$ cat config.mk
export PLATFORM = sky130hd
export DESIGN_NAME = regx_bank_flat
export DESIGN_NICKNAME = d
export VERILOG_FILES = /design/src/rtl/regx_bank_if.sv /design/src/rtl/regx_bank.sv /design/src/flat_wrapper.sv
export SDC_FILE = /design/constraint.sdc
export NUM_CORES = 1
export LEC_CHECK = 0
export ABC_AREA = 1
export CORE_MARGIN = 4
export CORE_UTILIZATION = 48
export CTS_BUF_LIST = sky130_fd_sc_hd__clkbuf_4 sky130_fd_sc_hd__clkbuf_8
export DETAILED_ROUTE_END_ITERATION = 10
export PLACE_DENSITY = 0.85
export RECOVER_POWER = 25
export SLEW_MARGIN = 10
export SYNTH_ARGS = -nofsm -noshare
export SYNTH_HDL_FRONTEND = slang
export SYNTH_SLANG_ARGS = --single-unit
$ cat constraint.sdc
create_clock -name clk -period 2.9 [get_ports clk]
set_clock_uncertainty 0.15 [all_clocks]
set_input_delay 0.58 -clock clk [delete_from_list [all_inputs] [get_ports clk]]
set_output_delay 0.58 -clock clk [all_outputs]
set_load 0.05 [all_outputs]
$ cat src/rtl/regx_bank_if.sv
// Bus/handshake bundle between the load sequencer (master) and the operand
// staging bank (slave).
interface regx_bank_if #(
  parameter int DW   = 4,
  parameter int NOPS = 2,
  parameter int OPW  = 4,
  parameter int SW   = $clog2(NOPS + 1)
);
  logic                 ld;
  logic [SW-1:0]        ld_sel;
  logic [DW-1:0]        bus_in;
  logic [NOPS*DW-1:0]   ops;
  logic [OPW-1:0]       opcode;
  logic [NOPS:0]        ld_mask;
  logic                 issue_valid;
  logic                 issue_ready;
  logic                 ld_err;

  modport master (
    output ld, ld_sel, bus_in, issue_ready,
    input  ops, opcode, ld_mask, issue_valid, ld_err
  );

  modport slave (
    input  ld, ld_sel, bus_in, issue_ready,
    output ops, opcode, ld_mask, issue_valid, ld_err
  );
endinterface

$ cat src/rtl/regx_bank.sv
// ALU operand staging bank: collects NOPS operands plus an opcode from the
// data bus and offers the complete set to the ALU over valid/ready.
module regx_bank #(
  parameter int DW   = 4,
  parameter int NOPS = 2,
  parameter int OPW  = 4,
  parameter int AUTO = 0,
  parameter int SW   = $clog2(NOPS + 1)
) (
  input  logic        clk,
  input  logic        grst_n,
  input  logic        lrst,
  regx_bank_if.slave  bus
);

  typedef enum logic {COLLECT = 1'b0, READY = 1'b1} state_t;

  state_t               state_q, state_d;
  logic [NOPS*DW-1:0]   ops_q, ops_d;
  logic [OPW-1:0]       opc_q, opc_d;
  logic [NOPS:0]        mask_q, mask_d, mask_base;
  logic [SW-1:0]        ptr_q, ptr_d, tgt;
  logic                 err_q, err_d;
  logic                 sel_ok, hs, accept;

  always_comb begin
    tgt    = (AUTO != 0) ? ptr_q : bus.ld_sel;
    sel_ok = (AUTO != 0) || (bus.ld_sel <= SW'(NOPS));
    hs     = (state_q == READY) && bus.issue_ready;
    // A load during READY is only legal on the handshake edge, where it
    // becomes the first load of the next set.
    accept = bus.ld && sel_ok && ((state_q == COLLECT) || hs);
  end

  always_comb begin
    mask_base = hs ? '0 : mask_q;
    mask_d    = mask_base;
    ops_d     = ops_q;
    opc_d     = opc_q;
    for (int k = 0; k < NOPS; k++) begin
      if (accept && (tgt == SW'(k))) begin
        ops_d[k*DW +: DW] = bus.bus_in;
        mask_d[k]         = 1'b1;
      end
    end
    if (accept && (tgt == SW'(NOPS))) begin
      opc_d        = bus.bus_in[OPW-1:0];
      mask_d[NOPS] = 1'b1;
    end
    ptr_d = ptr_q;
    if ((AUTO != 0) && accept)
      ptr_d = (ptr_q == SW'(NOPS)) ? '0 : ptr_q + SW'(1);
    err_d = bus.ld && !accept;
  end

  always_comb begin
    state_d = state_q;
    case (state_q)
      COLLECT: if (accept && (&mask_d)) state_d = READY;
      READY:   if (hs) state_d = (&mask_d) ? READY : COLLECT;
      default: state_d = COLLECT;
    endcase
  end

  always_ff @(posedge clk or negedge grst_n) begin
    if (!grst_n)   state_q <= COLLECT;
    else if (lrst) state_q <= COLLECT;
    else           state_q <= state_d;
  end

  always_ff @(posedge clk or negedge grst_n) begin
    if (!grst_n) begin
      ops_q  <= '0;
      opc_q  <= '0;
      mask_q <= '0;
      ptr_q  <= '0;
      err_q  <= 1'b0;
    end else if (lrst) begin
      ops_q  <= '0;
      opc_q  <= '0;
      mask_q <= '0;
      ptr_q  <= '0;
      err_q  <= 1'b0;
    end else begin
      ops_q  <= ops_d;
      opc_q  <= opc_d;
      mask_q <= mask_d;
      ptr_q  <= ptr_d;
      err_q  <= err_d;
    end
  end

  always_comb begin
    bus.ops         = ops_q;
    bus.opcode      = opc_q;
    bus.ld_mask     = mask_q;
    bus.issue_valid = (state_q == READY);
    bus.ld_err      = err_q;
  end

endmodule
$ cat src/flat_wrapper.sv
// flat-port wrapper written by rule: the top's interface ports become plain ports
module regx_bank_flat 
#(
  parameter int DW   = 4,
  parameter int NOPS = 2,
  parameter int OPW  = 4,
  parameter int AUTO = 0,
  parameter int SW   = $clog2(NOPS + 1)
)
  (clk, grst_n, lrst, bus_ld, bus_ld_sel, bus_bus_in, bus_issue_ready, bus_ops, bus_opcode, bus_ld_mask, bus_issue_valid, bus_ld_err);
  regx_bank_if #(.DW(DW), .NOPS(NOPS), .OPW(OPW), .SW(SW)) bus_i ();
  input  logic clk;
  input  logic grst_n;
  input  logic lrst;
  input wire logic [$bits(bus_i.ld)-1:0] bus_ld;
  input wire logic [$bits(bus_i.ld_sel)-1:0] bus_ld_sel;
  input wire logic [$bits(bus_i.bus_in)-1:0] bus_bus_in;
  input wire logic [$bits(bus_i.issue_ready)-1:0] bus_issue_ready;
  output wire logic [$bits(bus_i.ops)-1:0] bus_ops;
  output wire logic [$bits(bus_i.opcode)-1:0] bus_opcode;
  output wire logic [$bits(bus_i.ld_mask)-1:0] bus_ld_mask;
  output wire logic [$bits(bus_i.issue_valid)-1:0] bus_issue_valid;
  output wire logic [$bits(bus_i.ld_err)-1:0] bus_ld_err;
  assign bus_i.ld = bus_ld;
  assign bus_i.ld_sel = bus_ld_sel;
  assign bus_i.bus_in = bus_bus_in;
  assign bus_i.issue_ready = bus_issue_ready;
  assign bus_ops = bus_i.ops;
  assign bus_opcode = bus_i.opcode;
  assign bus_ld_mask = bus_i.ld_mask;
  assign bus_issue_valid = bus_i.issue_valid;
  assign bus_ld_err = bus_i.ld_err;
  regx_bank #(.DW(DW), .NOPS(NOPS), .OPW(OPW), .AUTO(AUTO), .SW(SW)) u_core (.clk(clk), .grst_n(grst_n), .lrst(lrst), .bus(bus_i));
endmodule
-- Word level (Yosys, flattened, before mapping)
Index checks and enable logic that the tools add are counted.
W data, S select, Z words.
- $add $sub $neg: 0
- $mul: 0
- divide/modulo/power cells: 0
- $lt $le $gt $ge: 1
- equal/unequal tests: 2
- shift operators: 0
- multiplexer cells: 16
- bitwise logic cells: 1
- reductions and logical operators: 15
- operators with widths (operator ; count):
    $mux W4 ; 4
    $logic_and A1 B1 Y1 ; 8
    $mux W1 ; 8
    $mux W8 ; 1
    $mux W3 ; 2
    $reduce_bool A2 Y1 ; 3
    $reduce_and A3 Y1 ; 1
    $eq A2 B1 Y1 const B ; 1
    $eq A2 B2 Y1 const B ; 1
    $le A2 B2 Y1 const B ; 1
    $logic_not A2 Y1 ; 1
    $pmux W1 S2 ; 1
    $logic_not A1 Y1 ; 1
    $logic_or A1 B1 Y1 ; 1
    $not A1 Y1 ; 1
- bits in registers: 17
- bits in latches: 0
- RAM bits: 0
- memory bits (read-only): 0
- logic and storage cells: 41
- memories: 0

-- Logic depth before layout (Yosys ltp)
Gate-level depths: netlist of run 1.
- word-level depth: 10
- depth in mapped cells: 6
- gate-level depth less buffers: 6

-- Worst setup path after synthesis of run 1
Ideal clock, no wire load.
- path kind: flip-flop to flip-flop
- start: register u_core.state_q, in the netlist u_core.bus.issue_valid
- end: register u_core.opc_q[0], in the netlist u_core.bus.opcode[0]
- library setup time: 0.118 ns
- arrival: 1.163 ns
- path slack: 1.469 ns
- cell stages (with the launch flop): 6
- path buffers: 0
- period minus slack after synthesis: 1.431 ns
- cells stage by stage: dfrtp_1 nand2_2 nand3_2 nand2_1 nand2_1 nand2_1
- cells in the longest elaborated chain, start to end: 5
- elaborated cells between the ends (all ways): 6
- classes of those cells: 1 x bitwise; 5 x reduce/logical
- RTL lines (what ; line ; RTL):
    start, declared ; regx_bank.sv:18 ; state_t state_q, state_d;
    start signal, assigned ; regx_bank.sv:68 ; else state_q <= state_d;
    $logic_and A1 B1 Y1 / $not A1 Y1 (equally long branches) ; regx_bank.sv:29, regx_bank.sv:32 ;
    $logic_or A1 B1 Y1 * ; regx_bank.sv:32 ; accept = bus.ld && sel_ok && ((state_q == COLLECT) || hs);
    $logic_and A1 B1 Y1 * ; regx_bank.sv:32 ;
    $logic_and A1 B1 Y1 * ; regx_bank.sv:46 ; if (accept && (tgt == SW'(NOPS))) begin
    $reduce_bool A2 Y1 (no source line) * ; - ;
    end signal, assigned ; regx_bank.sv:86 ; opc_q <= opc_d;
    end, declared ; regx_bank.sv:20 ; logic [OPW-1:0] opc_q, opc_d;
Every way passes the cells marked *; elsewhere a longest branch is shown, timed or not.
A chain may end at the register's enable or synchronous reset.

-- Worst setup path after layout of run 1
- start: register u_core.state_q, in the netlist u_core.bus.issue_valid
- end: output bus_issue_valid
- RTL lines (what ; line ; RTL):
    end, declared ; flat_wrapper.sv:22 ; output wire logic [$bits(bus_i.issue_valid)-1:0] bus_issue_valid;
No word-level cell between the ends.

==> results of run 1 <==
[layout make-up]
type	count	share of cell area, %
clock buffers	4	2.791
inverters	9	3.140
multi-input cells	67	27.56
flip-flops and latches	17	39.53
well taps	16	1.860
repair buffers	27	25.12
[metal layers]
| layer | share of wire (%) | track usage [%] |
|---|---|---|
| met1 | 42 | 21.04 |
| met2 | 48 | 30.08 |
| met3 | 8.8 | 4.135 |
| met4 | 0.50 | 5.376 |
| met5 | 0 | 0 |
[metrics by stage]
stage,total power [mW],util (%),instances
6_report,0.5540,71.43,140
3_3_place_gp,0.4214,69.44,136
5_1_grt,0.5784,71.43,140
3_5_place_dp,0.4230,69.44,136
4_1_cts,0.5572,71.43,140
2_1_floorplan,0.3610,-,95
[worst paths after layout]
check / startpoint / end / slack (ns) / depth (start not counted)
min in group asynchronous: grst_n / u_core.bus.ld_mask[2]$_DFF_PN0_ / 0.63 / 1
min: u_core.bus.ops[1]$_DFFE_PN0P_ / u_core.bus.ops[1]$_DFFE_PN0P_ / 0.37 / 2
max in group asynchronous: grst_n / u_core.bus.ops[1]$_DFFE_PN0P_ / 1.51 / 1
max: u_core.bus.issue_valid$_DFF_PN0_ / bus_issue_valid / 0.64 / 1
max reg2reg: u_core.bus.issue_valid$_DFF_PN0_ / u_core.bus.issue_valid$_DFF_PN0_ / 1.60 / 5
min reg2reg: u_core.bus.ops[1]$_DFFE_PN0P_ / u_core.bus.ops[1]$_DFFE_PN0P_ / 0.37 / 2
[kinds of logic (layout without fill, tap and decap cells)]
family | Yosys count | in the layout | share of synthesized area, %
and+or+nand+nor | 62 | 62 | 35.34
DFF | 17 | 17 | 55.37
buffers and inverters | 11 | 40 | 6.027
AOI/OAI and AO/OA | 5 | 5 | 3.257
[cells in the mapped netlist]
library cell  number  area, um^2
buf_2              1       5.000
nor2_1             8       30.03
nand3_2            3       30.03
inv_1              7       26.28
nand2_2            1       6.260
inv_2              2       7.510
a21oi_1            4       20.02
nand3_1           14       70.07
o21ai_0            1       5.000
nand2_1           36       135.1
dfrtp_1           17       425.4
buf_4              1       7.510
[state kept, by name, summed over array words and instances (netlist names)]
register / cells
u_core.bus.issue_valid: 1
u_core.bus.ld_mask: 3
u_core.bus.ld_err: 1
u_core.bus.opcode: 4
u_core.bus.ops: 8
[power by group]
| part | total, mW | switching, mW | internal [mW] | leakage (nW) |
|---|---|---|---|---|
| clock network | 0.136 | 0.0731 | 0.0628 | 0.0184 |
| registers | 0.263 | 0.00945 | 0.254 | 0.224 |
| logic | 0.155 | 0.103 | 0.0524 | 0.316 |
==> run summary, run 1 <==
YS warnings = 0
Area of the multi-input gates = 296.5 um^2
Filler Cell Count = 121
Most frequent cells in the layout = nand2_1, clkdlybuf4s50_1, dfrtp_1, nand3_1, nor2_1
CP Capture Type = primary output
Die width = 48.01 um
Post-CTS Setup Inserts = 0
Vias = 728
Storage element area = 425.4 um^2
Core area = 1506 um^2
Starting density of the core = 51.00%
Mapped Area = 768.2 um^2
Gr usage total = 17.31%
Max-cap violations = 0
CP Cell Sequence = clkdlybuf4s50_1
CTS Sinks = 17
Die Y = 48.01 um
Hold slack = 0.3739 ns
Initial antenna violation count = 0
Final Cell Area = 1076 um^2
IO Port Bufs = 27
Worst Tran Pin Value = 0.7286 ns
Final setup violation count = 0
Num ports = 28
Detailed-route vias per instance = 5.200
Syn Nets = 106
Post-synthesis sequential area ratio = 55.37%
CP Buf/Inv Count = 1
Final #Nets = 136
First-pass GRT wire length = 2835 um
Mean Syn Cell Area = 8.087 um^2
Clk_lat worst skew = 0.29 ns
Share of post-route cells with drive strength above 1 = 8.065%
Num CTS Buffers = 3
Slack of the critical path = 0.6443 ns
Routability cong. = 0.8490
1st-iter DRT viols = 25
Die Footprint = 2304 um^2
Hold Buf Count CTS = 0
Min Tclk post-route = 2.256 ns
CTS tree = built
DP HPWL = 1325 um
Antenna viol nets, final = 0
Setup tns final = 0 ns
CTS H-tree depth = 1
Synthesis-stage register bit count = 17
Clk slew on worst S/H paths = 0.09 ns
RSZ-0062 raised after global routing = no
Most common cell after layout, fill and taps aside = nand2_1
Worst-path fanout max = 4
Family with the most delay on the worst path = buffers and inverters
Placement Setup Slack = 0.9005 ns
Max-slew violations = 0
Resized Gates After CTS = 0
Fin. Hold Viols = 0
Fmax = 0.4433 GHz
Layout area overhead = 40.06%
CTS root buf = clkbuf_4
Row cnt = 14
# diodes = 0
Worst relative slew slack = 51.26%
Placed cell area = 1046 um^2
Critical setup path kind = register to primary output
Worst IR drop on VDD = 0.3303 mV
Synth Instances = 95
Drt drc = 0
Vias in the first global route = 700
Outcome = finished, final reports clean
Wire per inst = 12.95 um
Startpoint types = register
Pre-antenna DRT Iters = 4
GR Overflow Total = 0
WP data required = 2.17 ns
Power Dens Cells = 514.8 nW/um^2
Path type of the worst min-delay path = register to register
Crit path largest cell delay = 0.82 ns
Synth unique cells = 12
Post-Route WL = 1813 um
Leak = 0.5585 nW
Crit path arrival time = 1.53 ns
Longest Clk Path Bufs = 2
Period utilisation layout = 77.78%
Crit-path slowest cell = clkdlybuf4s50_1
Largest net degree at the start of global routing = 18
Power figures use the tool's default switching activity.
==> run 2, diff against run 1 <==
--- a/config.mk
+++ b/config.mk
@@ -7,10 +7,10 @@
 export LEC_CHECK = 0
 export ABC_AREA = 1
 export CORE_MARGIN = 4
-export CORE_UTILIZATION = 48
+export CORE_UTILIZATION = 40
 export CTS_BUF_LIST = sky130_fd_sc_hd__clkbuf_4 sky130_fd_sc_hd__clkbuf_8
 export DETAILED_ROUTE_END_ITERATION = 10
-export PLACE_DENSITY = 0.85
+export PLACE_DENSITY = 0.76
 export RECOVER_POWER = 25
 export SLEW_MARGIN = 10
 export SYNTH_ARGS = -nofsm -noshare
==> constraint.sdc (replaced) <==
create_clock -name clk -period 1.85 [get_ports clk]
set_clock_uncertainty 0.15 [all_clocks]
set_input_delay 0.37 -clock clk [delete_from_list [all_inputs] [get_ports clk]]
set_output_delay 0.37 -clock clk [all_outputs]
set_load 0.05 [all_outputs]
==> run 2 against run 1 <==
Compared with the run above:
- setup slack worse by 0.25 ns
- global-route usage is 2.3 points lower
- highest routed layer unchanged
- via count is 4.3% lower
- hold slack worse by 0.0060 ns
- sequential cell count stayed put
- clock power is 51% higher
- combinational power is 52% higher
- sequential power is 57% higher
- largest cell class unchanged
- design area is 1.9% lower
- sequential share of layout area is 0.75 points higher
==> run summary, run 2 (synthesis gave the netlist of run 1 again) <==
Critical Path Source = bus_ld_sel[1] (was u_core.bus.issue_valid$_DFF_PN0_)
Combinational Power Share = 27.6% (was 28.0%)
CTS H-tree depth = 1 (unchanged)
Die Footprint = 2686 um^2 (was 2304 um^2)
Placed cell area = 1030 um^2 (was 1046 um^2)
Vias in the first global route = 675 (was 700)
R2r worst-path depth = 5 (unchanged)
Row cnt = 15 (was 14)
CTS Sinks = 17 (unchanged)
Min Tclk post-route = 1.454 ns
Routability cong. = 0.7937 (was 0.8490)
Worst-path fanout max = 7 (was 4)
Core area = 1764 um^2 (was 1506 um^2)
Leak = 0.5922 nW (was 0.5585 nW)
Worst Tran Pin Value = 0.9039 ns (was 0.7286 ns)
Largest net degree at the start of global routing = 18 (unchanged)
Final #Nets = 138 (was 136)
P_sw = 0.2816 mW (was 0.1851 mW)
Crit path arrival time = 1.52 ns (was 1.53 ns)
Pre-antenna DRT Iters = 4 (unchanged)
Num CTS Buffers = 3 (unchanged)
Post-CTS Setup Inserts = 0 (unchanged)
R2r endpoint = u_core.bus.issue_valid$_DFF_PN0_ (unchanged)
Clk_lat worst skew = 0.28 ns (was 0.29 ns)
Reg2reg setup slack = 0.59 ns (was 1.60 ns)
Hold Crit Endpoint = u_core.bus.ops[0]$_DFFE_PN0P_ (was u_core.bus.ops[1]$_DFFE_PN0P_)
Min-delay src = u_core.bus.ops[0]$_DFFE_PN0P_ (was u_core.bus.ops[1]$_DFFE_PN0P_)
Die Y = 51.83 um (was 48.01 um)
Power Dens Cells = 806.6 nW/um^2 (was 514.8 nW/um^2)
Crit path largest cell delay = 0.52 ns (was 0.82 ns)
Final Cell Area = 1056 um^2 (was 1076 um^2)
Initial antenna violation count = 0 (unchanged)
Final setup violation count = 0 (unchanged)
Die width = 51.83 um (was 48.01 um)
Most frequent cells in the layout = nand2_1, buf_4, dfrtp_1, nand3_1, clkdlybuf4s50_1 (was nand2_1, clkdlybuf4s50_1, dfrtp_1, nand3_1, nor2_1)
Clock Power Share = 24.1% (was 24.5%)
CTS tree = built (unchanged)
Starting density of the core = 43.55% (was 51.00%)
Share of post-route cells with drive strength above 1 = 22.22% (was 8.065%)
Fmax = 0.6878 GHz
GR Overflow Total = 0 (unchanged)
Drt drc = 0 (unchanged)
Startpoint types = input port (was register)
Worst relative slew slack = 39.74% (was 51.26%)
Vias = 697 (was 728)
Most common cell after layout, fill and taps aside = nand2_1 (unchanged)
Final Instance Count excl. Fillers = 151 (was 140)
Clk slew on worst S/H paths = 0.09 ns (about the same)
Post-Route WL = 1714 um (was 1813 um)
Critical setup path kind = input port to register (was register to primary output)
Hold Path Stages = 2 (unchanged)
Hold Buf Count CTS = 0 (unchanged)
Period utilisation layout = 78.59%
DP HPWL = 1325 um (unchanged)
CTS root buf = clkbuf_4 (unchanged)
CP Cell Sequence = clkdlybuf4s50_1, inv_1, nor2_1, nand3_2, nand2_1, nand3_1, a21oi_1 (was clkdlybuf4s50_1)
Max-slew violations = 0 (unchanged)
# diodes = 0 (unchanged)
Sw frac = 33.06% (was 33.42%)
Max-cap violations = 0 (unchanged)
Power share of the sequential group = 48.3% (was 47.5%)
Gr usage total = 15.02% (was 17.31%)
Longest Clk Path Bufs = 2 (unchanged)
Resized Gates After CTS = 0 (unchanged)
Num ports = 28 (unchanged)
Max reg flops = 8 (unchanged)
Layout area overhead = 37.46% (was 40.06%)
Tot Pwr = 0.8518 mW (was 0.5540 mW)
WP data required = 1.92 ns (was 2.17 ns)
Internal Dissipation = 0.5702 mW (was 0.3688 mW)
CP Capture Type = register (was primary output)
IO Port Bufs = 27 (unchanged)
Fin. Hold Viols = 0 (unchanged)
R2R Path Start = u_core.bus.issue_valid$_DFF_PN0_ (unchanged)
RSZ-0062 raised after global routing = no (unchanged)
Worst IR drop on VDD = 0.4813 mV (was 0.3303 mV)
First-pass GRT wire length = 2960 um (was 2835 um)
Detailed-route vias per instance = 4.616 (was 5.200)
Path type of the worst min-delay path = register to register (unchanged)
1st-iter DRT viols = 10 (was 25)
Setup tns final = 0 ns (unchanged)
Crit-path slowest cell = clkdlybuf4s50_1 (unchanged)
Hold slack = 0.3679 ns (was 0.3739 ns)
Cells after DPL = 147 (was 136)
Antenna viol nets, final = 0 (unchanged)
Wire per inst = 11.35 um (was 12.95 um)
Outcome = finished, final reports clean (unchanged)
[run 2: power groups by stage]
stage               Combinational, mW  Sequential, mW  Clock [mW]
floorplan                      0.0537           0.512           0
global placement                0.236           0.419           0
detailed placement              0.238           0.419           0
CTS                             0.239           0.412       0.217
global route                    0.254           0.415       0.236
finish                          0.235           0.412       0.205
[run 2: worst max-delay path: cells and delay by family]
family	cells	cell delay, ns
AND/OR/NAND/NOR	4	0.46
buffers and inverters	2	0.57
AO/OA/AOI/OAI	1	0.12
[run 2: worst max-delay path by stage]
stage	endpoint	depth (start not counted)	slack, ns
floorplan	u_core.bus.opcode[0]$_DFFE_PN0P_	5	0.42
global placement	u_core.bus.issue_valid$_DFF_PN0_	7	0.14
detailed placement	u_core.bus.issue_valid$_DFF_PN0_	7	0.1
CTS	u_core.bus.issue_valid$_DFF_PN0_	7	0.40
global route	u_core.bus.ops[6]$_DFFE_PN0P_	2	0.24
finish	u_core.bus.issue_valid$_DFF_PN0_	7	0.40
[run 2: per-layer routing]
| metal | GRT usage, % | wire (um) | vias to the layer above |
|---|---|---|---|
| met4 | 2.620 | 7 | 0 |
| met3 | 6.590 | 162 | 2 |
| met5 | 0 | 0 | - |
| met1 | 18.86 | 729 | 302 |
| met2 | 24.06 | 815 | 31 |
| li1 | - | - | 362 |
[run 2: layout make-up]
cell class	count	area (um^2)
inverter	9	33.78
timing repair buffer	29	239.0
clock buffer	4	30.03
multi-input combinational	67	296.5
sequential	17	425.4
fill	185	708.2
tap	25	31.28
[run 2: per-stage QoR]
stage               utilization [%]  worst slack [ns]
CTS                           60.07            0.3983
finish                        59.86            0.3961
detailed placement            58.37           0.09800
global placement              58.37            0.1422
floorplan                         -            0.4188
global route                  59.86            0.2437
==> run 3, diff against run 2 <==
==> constraint.sdc (replaced) <==
create_clock -name clk -period 1.2 [get_ports clk]
set_clock_uncertainty 0.15 [all_clocks]
set_input_delay 0.24 -clock clk [delete_from_list [all_inputs] [get_ports clk]]
set_output_delay 0.24 -clock clk [all_outputs]
set_load 0.05 [all_outputs]
==> run 3 against run 2 <==
Compared with the run above:
- sequential cell count unchanged
- first-iteration DRC count is 60% higher
- critical endpoint is now bus_issue_valid
- final cell count grew 11%
- largest power group unchanged
- the flow now finishes with violations (negative setup slack)
- setup slack worse by 0.58 ns
- die area did not move
- critical path depth fell by 5
- register-to-register slack worse by 0.76 ns
- global-route usage increased by 4.6 points
- clock-buffer cell count stayed put
- via count increased by 27%
- non-clock buffer count up 17
- design area grew 45%
==> run summary, run 3 (synthesis gave the netlist of run 1 again) <==
Outcome = complete, but fails checks (was finished, final reports clean)
Violated checks = negative setup slack
Row cnt = 15 (unchanged)
Max-slew violations = 0 (unchanged)
Die Footprint = 2686 um^2 (unchanged)
Worst relative slew slack = 70.74% (was 39.74%)
Final setup violation count = 33 (was 0)
Placed cell area = 1284 um^2 (was 1030 um^2)
Largest net degree at the start of global routing = 18 (unchanged)
Final #Nets = 155 (was 138)
Die Y = 51.83 um (unchanged)
Crit path arrival time = 0.99 ns (was 1.52 ns)
Critical Path Source = u_core.bus.issue_valid$_DFF_PN0_ (was bus_ld_sel[1])
1st-iter DRT viols = 16 (was 10)
Hold slack = 0.2780 ns (was 0.3679 ns)
Most frequent cells in the layout = nand2_1, buf_12, dfrtp_1, buf_4, nand3_1 (was nand2_1, buf_4, dfrtp_1, nand3_1, clkdlybuf4s50_1)
Final Cell Area = 1531 um^2 (was 1056 um^2)
Fmax = 0.7244 GHz
Num CTS Buffers = 3 (unchanged)
Final Instance Count excl. Fillers = 168 (was 151)
Fin. Hold Viols = 0 (unchanged)
Worst Tran Pin Value = 0.4389 ns (was 0.9039 ns)
IO Port Bufs = 27 (unchanged)
Final core occ = 86.81% (was 59.86%)
Layout area overhead = 99.35% (was 37.46%)
Starting density of the core = 43.55% (unchanged)
Setup tns final = -3.279 ns (was 0 ns)
Share of post-route cells with drive strength above 1 = 43.36% (was 22.22%)
R2r worst-path depth = 7 (was 5)
CTS H-tree depth = 1 (unchanged)
Vias in the first global route = 901 (was 675)
Longest Clk Path Bufs = 2 (unchanged)
Vias = 885 (was 697)
Gr usage total = 19.60% (was 15.02%)
Path type of the worst min-delay path = input port to async pin (was register to register)
Leak = 0.7629 nW (was 0.5922 nW)
# diodes = 0 (unchanged)
R2R Path Start = u_core.bus.issue_valid$_DFF_PN0_ (unchanged)
Clk slew on worst S/H paths = 0.10 ns (was 0.09 ns)
Initial antenna violation count = 0 (unchanged)
Hold Buf Count CTS = 0 (unchanged)
Drt drc = 0 (unchanged)
RSZ-0062 raised after global routing = yes (was no)
Routability cong. = 0.8632 (was 0.7937)
Pre-antenna DRT Iters = 4 (unchanged)
CP Capture Type = primary output (was register)
Worst IR drop on VDD = 0.8374 mV (was 0.4813 mV)
Worst-path fanout max = 3 (was 7)
GR Overflow Total = 0 (unchanged)
Core area = 1764 um^2 (unchanged)
Antenna viol nets, final = 0 (unchanged)
Max reg flops = 8 (unchanged)
Cells after DPL = 150 (was 147)
Clk_lat worst skew = 0.30 ns (was 0.28 ns)
Max-cap violations = 0 (unchanged)
Critical setup path kind = register to primary output (was input port to register)
Wire per inst = 17.39 um (was 11.35 um)
CTS Sinks = 17 (unchanged)
Startpoint types = register (was input port)
Detailed-route vias per instance = 5.268 (was 4.616)
CTS root buf = clkbuf_4 (unchanged)
Post-Route WL = 2922 um (was 1714 um)
Period utilisation layout = 115.0%
Num ports = 28 (unchanged)
Most common cell after layout, fill and taps aside = nand2_1 (unchanged)
Die width = 51.83 um (unchanged)
First-pass GRT wire length = 3857 um (was 2960 um)
Min Tclk post-route = 1.380 ns
WP data required = 0.81 ns (was 1.92 ns)
Slack of the critical path = -0.1804 ns (was 0.3961 ns)
Power Dens Cells = 1025 nW/um^2 (was 806.6 nW/um^2)
DP HPWL = 1501 um (was 1325 um)
CTS tree = built (unchanged)
run 3: final cells by class:
class                      count  area (um^2)
sequential                    17        426.7
inverter                       9        36.28
timing repair buffer          46        606.8
clock buffer                   4        30.03
tap                           25        31.28
fill                          90        232.7
multi-input combinational     67        400.4
run 3: what timing repair did:
item                       CTS  global route
setup endpoints to repair   31            33
buffers inserted             8             6
resized for setup           22            10
pin swaps                    5             2
run 3: critical path, cell delays in order (launching register included):
cell     delay, ns
dfrtp_2       0.43
buf_6         0.13
buf_12        0.14
run 3: path summary, 6_finish.rpt:
check	slack [ns]	to
max in group asynchronous	0.29	u_core.bus.issue_valid$_DFF_PN0_
min reg2reg	0.44	u_core.bus.ops[0]$_DFFE_PN0P_
min in group clk	0.29	u_core.bus.issue_valid$_DFF_PN0_
max	-0.18	bus_issue_valid
min	0.28	u_core.bus.ops[3]$_DFFE_PN0P_
max reg2reg	-0.17	u_core.bus.opcode[1]$_DFFE_PN0P_
run 3: where the power goes:
group / internal (mW) / switching, mW / total (mW) / leakage, nW
sequential: 0.613 / 0.0483 / 0.661 / 0.222
combinational: 0.263 / 0.302 / 0.565 / 0.522
clock: 0.152 / 0.191 / 0.343 / 0.0184
total: 1.03 / 0.541 / 1.57 / 0.763
run 3: stage by stage:
step	total power, mW	setup slack (ns)
after global placement	1.145	-0.3838
after global routing	1.621	-0.2136
final	1.570	-0.1804
after detailed placement	1.152	-0.4355
after floorplan	0.8730	-0.04115
after CTS	1.511	-0.1618
run 3: routing by layer:
metal / up-vias / share of wire, % / wire length (um) / track usage [%]
met5: - / 0 / 0 / 0
met4: 0 / 1.5 / 44 / 7.424
met3: 7 / 6.4 / 186 / 3.725
met2: 45 / 54 / 1587 / 36.82
met1: 439 / 38 / 1103 / 21.28
li1: 394 / - / - / -
